**src/rtl/step_ctrl_pkg.sv**
```systemverilog
// Shared types and defaults for the single-step clock controller.
package step_ctrl_pkg;

  localparam int unsigned DEF_DEBOUNCE_CYCLES = 500000;  // 10 ms at 50 MHz
  localparam int unsigned DEF_SYNC_STAGES     = 2;

  typedef enum logic [1:0] {
    IDLE,
    DB_PRESS,
    HELD,
    DB_RELEASE
  } db_state_e;

  // Counter width able to hold n-1; never narrower than one bit.
  function automatic int unsigned cnt_width(input int unsigned n);
    return (n > 1) ? $clog2(n) : 1;
  endfunction

endpackage

```
**src/rtl/sync_ff.sv**
```systemverilog
// Multi-stage flip-flop synchronizer with synchronous clear.
module sync_ff #(
  parameter int unsigned WIDTH = 1,
  parameter int unsigned DEPTH = 2
) (
  input  logic             clk,
  input  logic             reset,
  input  logic [WIDTH-1:0] d_i,
  output logic [WIDTH-1:0] q_o
);

  logic [WIDTH-1:0] stage_q [DEPTH];

  always_ff @(posedge clk) begin
    if (reset) begin
      for (int i = 0; i < DEPTH; i++) stage_q[i] <= '0;
    end else begin
      stage_q[0] <= d_i;
      for (int i = 1; i < DEPTH; i++) stage_q[i] <= stage_q[i-1];
    end
  end

  assign q_o = stage_q[DEPTH-1];

endmodule

```
**src/rtl/step_clock_ctrl.sv**
```systemverilog
// Processor clock-enable controller: free-run or one debounced push per step.
//   state      | meaning
//   IDLE       | button released and stable
//   DB_PRESS   | push seen, waiting for it to stay high
//   HELD       | press accepted, waiting for release
//   DB_RELEASE | release seen, waiting for it to stay low
module step_clock_ctrl
  import step_ctrl_pkg::*;
#(
  parameter int unsigned DEBOUNCE_CYCLES = DEF_DEBOUNCE_CYCLES,
  parameter int unsigned SYNC_STAGES     = DEF_SYNC_STAGES
) (
  input  logic       clk,
  input  logic       reset,
  input  logic       push,
  input  logic       ena_switch,
  input  logic [2:0] switches_in,
  output logic       cpu_en,
  output logic [2:0] sw_sync,
  output logic       step_pulse,
  output logic [7:0] step_count
);

  localparam int unsigned    CW       = cnt_width(DEBOUNCE_CYCLES);
  localparam logic [CW-1:0] CNT_LAST = CW'(DEBOUNCE_CYCLES - 1);

  logic push_s;
  logic ena_s;

  sync_ff #(.WIDTH(1), .DEPTH(SYNC_STAGES)) u_sync_push (
    .clk(clk), .reset(reset), .d_i(push), .q_o(push_s)
  );
  sync_ff #(.WIDTH(1), .DEPTH(SYNC_STAGES)) u_sync_ena (
    .clk(clk), .reset(reset), .d_i(ena_switch), .q_o(ena_s)
  );
  sync_ff #(.WIDTH(3), .DEPTH(SYNC_STAGES)) u_sync_sw (
    .clk(clk), .reset(reset), .d_i(switches_in), .q_o(sw_sync)
  );

  db_state_e     state_q, state_d;
  logic [CW-1:0] cnt_q, cnt_d;
  logic          pulse_q, pulse_d;
  logic [7:0]    count_q, count_d;

  always_ff @(posedge clk) begin
    if (reset) begin
      state_q <= IDLE;
      cnt_q   <= '0;
      pulse_q <= 1'b0;
      count_q <= 8'd0;
    end else begin
      state_q <= state_d;
      cnt_q   <= cnt_d;
      pulse_q <= pulse_d;
      count_q <= count_d;
    end
  end

  always_comb begin
    state_d = state_q;
    cnt_d   = cnt_q;
    pulse_d = 1'b0;
    unique case (state_q)
      IDLE: begin
        if (push_s) begin
          state_d = DB_PRESS;
          cnt_d   = '0;
        end
      end
      DB_PRESS: begin
        if (!push_s) begin
          state_d = IDLE;
        end else if (cnt_q == CNT_LAST) begin
          state_d = HELD;
          pulse_d = 1'b1;
        end else begin
          cnt_d = cnt_q + CW'(1);
        end
      end
      HELD: begin
        if (!push_s) begin
          state_d = DB_RELEASE;
          cnt_d   = '0;
        end
      end
      DB_RELEASE: begin
        // A bounce back high returns to HELD without re-arming the pulse.
        if (push_s) begin
          state_d = HELD;
        end else if (cnt_q == CNT_LAST) begin
          state_d = IDLE;
        end else begin
          cnt_d = cnt_q + CW'(1);
        end
      end
      default: state_d = IDLE;
    endcase
    count_d = pulse_d ? count_q + 8'd1 : count_q;
  end

  assign step_pulse = pulse_q;
  assign step_count = count_q;
  // Pulse ORed in so a step coinciding with a mode change is never lost.
  assign cpu_en     = ~reset & (~ena_s | pulse_q);

endmodule
```
**config.mk**
```make
export PLATFORM = sky130hd
export DESIGN_NAME = step_clock_ctrl
export DESIGN_NICKNAME = d
export VERILOG_FILES = /design/src/rtl/step_ctrl_pkg.sv /design/src/rtl/sync_ff.sv /design/src/rtl/step_clock_ctrl.sv
export SDC_FILE = /design/constraint.sdc
export NUM_CORES = 1
export LEC_CHECK = 0
export BUFFER_PORTS_ARGS = -buffer_cell sky130_fd_sc_hd__buf_2
export CAP_MARGIN = 20
export CORE_ASPECT_RATIO = 0.9
export CORE_MARGIN = 1.5
export CORE_UTILIZATION = 40
export CTS_CLUSTER_DIAMETER = 40
export DETAILED_ROUTE_END_ITERATION = 10
export HOLD_SLACK_MARGIN = 0.12
export SLEW_MARGIN = 20
export SYNTH_ARGS = -nofsm -noshare
export SYNTH_HDL_FRONTEND = slang
export SYNTH_SLANG_ARGS = --single-unit
```
**constraint.sdc**
```tcl
create_clock -name clk -period 2.65 [get_ports clk]
set_clock_uncertainty 0.1 [all_clocks]
set_input_delay 0.795 -clock clk [delete_from_list [all_inputs] [get_ports clk]]
set_output_delay 0.795 -clock clk [all_outputs]
set_load 0.02 [all_outputs]
```
==> impl.org <==
** Cells and area
- The area growth from synthesis to layout is 11.0%.
- The sequential cells in the finished layout cover a total of 801 um2.
- The net count of the finished layout is 216.
- Once layout is complete, the cells apart from fillers number 255.
- Number of antenna diodes :: 0
- Fill cell total of the finished layout :: 398
- Of the cells placed in the final design, the portion with a size suffix greater than 1 is 0.145.
- Area taken by multi-input logic gates :: 843 um2

** Setup path
- The worst setup path is captured at a flip-flop.
- Largest fanout on the critical path :: 10
- Required time at the endpoint of the critical path :: 2770 ps
- CP max-delay cell :: sky130_fd_sc_hd__or3_1
- In this design, the stage delay of the slowest critical-path cell is 490 ps.
- For the worst setup path, the data arrival time is 2250 ps.
- Broken down by cell family, the worst path's largest delay share belongs to simple AND/OR/NAND/NOR gates.
- List of cells traversed by the critical path :: nor3b_1, nand3_1, or3_1, or3_1, a21oi_1
- FF-to-FF path depth :: 5
- Worst Setup Start Kind :: flip-flop
- Number of cells on the critical path :: 5
- Bufs and invs on worst path :: 0
- Cell with the most instances on the worst path :: sky130_fd_sc_hd__or3_1
- The critical path is of the reg -> reg type.

** Clock network
- Clock Sink Count :: 40
- Quantity of gates resized following cts :: 0
- Max Buffers Root-to-Sink :: 2
- Number of hold-repair buffers added at the cts stage :: 0
- Clock tree root buffer cell :: sky130_fd_sc_hd__clkbuf_8
- Number of buffers added for setup after CTS :: 0
- Clock transition at the register clock pins on the worst setup and hold paths after CTS :: 70 ps
- The H-tree generated during clock tree synthesis spans 2 levels.
- Clk Latency, worst-skew pair :: 290 ps
- The number of clock buffers added by TritonCTS is 5.
- TritonCTS built the clock tree.

** Synth
- After technology mapping, the gate count stands at 189.
- Top cell type's share of synthesized area :: 0.468
- Distinct cell type count of the synthesized netlist :: 38
- Most area-hungry cell type in the Yosys netlist :: sky130_fd_sc_hd__dfxtp_1
- In this run, synthesis inferred 0 flip-flops with an integrated enable.
- After synthesis, the most frequently instantiated cells are sky130_fd_sc_hd__dfxtp_1 (40), sky130_fd_sc_hd__nor2_1 (25), sky130_fd_sc_hd__xor2_1 (13), sky130_fd_sc_hd__a21oi_1 (11), sky130_fd_sc_hd__o21ai_0 (11).
- The share of the Yosys chip area taken by registers is 0.468.
- Number of warning messages in the yosys log :: 0
- Synth top area cells :: sky130_fd_sc_hd__dfxtp_1 (47%), sky130_fd_sc_hd__xor2_1 (6.7%), sky130_fd_sc_hd__nor2_1 (5.5%)
- The number of nets in the synthesized netlist is 198.
- Synth Flop Type :: sky130_fd_sc_hd__dfxtp_1
- In this run, synthesis produced a sequential element count of 40.
- Asr flop ratio synth :: 0
- Most frequent cell after synthesis :: sky130_fd_sc_hd__dfxtp_1
- Mean area per synthesized cell :: 9.06 um2
- Cell Area, Synth :: 1710 um2

** Global routing
- Antenna violations before repair :: 0
- In the global route stage, overall resource usage came out at 0.146.
- The number of global-route vias before repair was 1196.
- Maximum number of pins on one net before global-route repair :: 25
- Congestion Overflow GR :: 0
- Wire length of the first global-routing pass :: 5.23 mm

** Detailed routing
- Drt pass-1 iters :: 4
- Total wire length :: 3.02 mm
- The final route contains 1263 vias.
- Iteration-0 DRC count of the detailed router :: 48
- In the final routed layout, each cell accounts on average for 11.8 um.
- The detail route stage leaves a number of antenna-violating nets equal to 0.
- Detail-routed via count per cell :: 4.95
- Drt drc :: 0

** Die
- Total core area :: 4100 um2
- For this configuration, the core starts out at a cell density of 0.417.
- Row count :: 22
- Overall die height :: 65.1 um
- Die ar. :: 4680 um2
- 20 I/O pins were placed.
- The die is 72.0 um wide.

** Power and ir drop
- Peak supply drop :: 283 uV
- The internal portion of the total power is 0.799 mW.
- Pwr/cell area :: 535 nW/um2
- Static leakage :: 0.700 nW
- Proportion of power drawn by combinational gates :: 0.031
- Sw Share :: 0.214
- For this design the total switching power over the nets is 0.218 mW.
- The share of total power dissipated in sequential elements is 0.601.
- Clock power frac :: 0.368

** STA
- Number of endpoints with negative hold slack in the final report :: 0
- Static timing analysis puts the maximum clock frequency at 471 MHz.
- Period utilisation layout :: 0.802
- Setup repair after global routing missed its margin :: no
- Subtracting the final worst setup slack from the clock period gives 2120 ps.
- Final count of negative-setup-slack endpoints :: 0
- The number of max-slew violations in the final report came to 0.
- Transition at the pin with the smallest max-transition slack :: 750 ps
- Slew HR :: 0.495
- Setup tns final :: 0 ps

** Hold path
- Hold Path Stages :: 1
- The path class of the tightest hold or removal check is reg -> reg.

** Place
- Detailed placement finished with a half-perimeter wire length of 2.08 mm.
- Input and output buffers added on the ports amount to 19.
- Placed instance count :: 248
- Routability-driven placement finished with a final weighted congestion of 0.770.

** Outcome
- The flow ran to the end, and the final reports show no timing, DRC or antenna violations.

** Job
- Max-cap violations in this run came to 0.
power by group through the flow:
| stage | logic (mW) | registers (mW) | clock network [mW] |
|---|---|---|---|
| after floorplan | 0.0232 | 0.624 | 0 |
| after global placement | 0.0325 | 0.625 | 0 |
| after detailed placement | 0.0324 | 0.624 | 0 |
| after CTS | 0.0325 | 0.610 | 0.391 |
| after global routing | 0.0359 | 0.611 | 0.417 |
| final | 0.0318 | 0.611 | 0.374 |
metal layers:
metal  routed length [um]  vias up  GRT usage  part of all wire
met3                  120        4     0.0513             0.040
met1                 1660      554      0.188              0.55
li1                     -      685          -                 -
met5                    0        -          0                 0
met4                   48        0     0.0802             0.016
met2                 1190       20      0.212              0.39
worst register-to-register path, cell delays in order, from the launching register on:
cell and delay [ps]:
sky130_fd_sc_hd__dfxtp_1 390, sky130_fd_sc_hd__nor3b_1 370, sky130_fd_sc_hd__nand3_1 170, sky130_fd_sc_hd__or3_1 490
sky130_fd_sc_hd__or3_1 410, sky130_fd_sc_hd__a21oi_1 140
placed cells by master, fill, tap and decap left out, drive strengths merged, types with 2 or more instances in the layout:
cell type / n
inv: 4
nand2: 10
nand3: 11
clkbuf: 6
o211ai: 3
nor2: 25
buf: 20
and3: 2
xor2: 13
o21ai: 11
dfxtp: 40
a21oi: 11
xnor2: 4
and4: 2
mux2i: 2
nor4: 3
nand4: 5
or3: 7
nor2b: 10
ha: 2
sequential cells by signal, summed over array words and instances (netlist names), named ones only:
register / count
cnt_q: 19
state_q: 1
step_count: 8
step_pulse: 1
u_sync_ena.stage_q: 2
u_sync_push.stage_q: 2
u_sync_sw.stage_q: 6
path summary, 6_finish.rpt:
path	start	endpoint	slack, ps
setup reg to reg	cnt_q[8]	step_count[7]	530
hold / removal	u_sync_sw.stage_q[0][2]	u_sync_sw.stage_q[0][5]	340
hold reg to reg	u_sync_sw.stage_q[0][2]	u_sync_sw.stage_q[0][5]	340
setup / recovery	cnt_q[8]	step_count[7]	530
cell type report:
cell class                      instances  share of cell area
Multi-Input combinational cell        136               0.444
Sequential cell                        40               0.422
Timing Repair Buffer                   20              0.0540
Clock buffer                            6              0.0382
Tap cell                               48              0.0316
Inverter                                4             0.00791
Clock inverter                          1             0.00264
through the flow:
stage / util / setup WS [ps] / instance area (um2) / hold slack [ps] / power (mW)
after floorplan: - / 419 / 1710 / 314 / 0.647
after global placement: 0.444 / 543 / 1820 / 316 / 0.657
after detailed placement: 0.444 / 539 / 1820 / 321 / 0.657
after CTS: 0.463 / 519 / 1900 / 339 / 1.03
after global routing: 0.463 / 344 / 1900 / 354 / 1.06
final: 0.463 / 526 / 1900 / 337 / 1.02
cell families after synthesis:
family | after synthesis | synth area share
simple gates | 86 | 0.283
flops | 40 | 0.468
fa+ha+maj | 2 | 0.0146
xor+xnor | 17 | 0.0870
buf+inv | 13 | 0.0395
mux | 2 | 0.0117
compound gates | 29 | 0.0965
(Power assumes the default switching activity.)
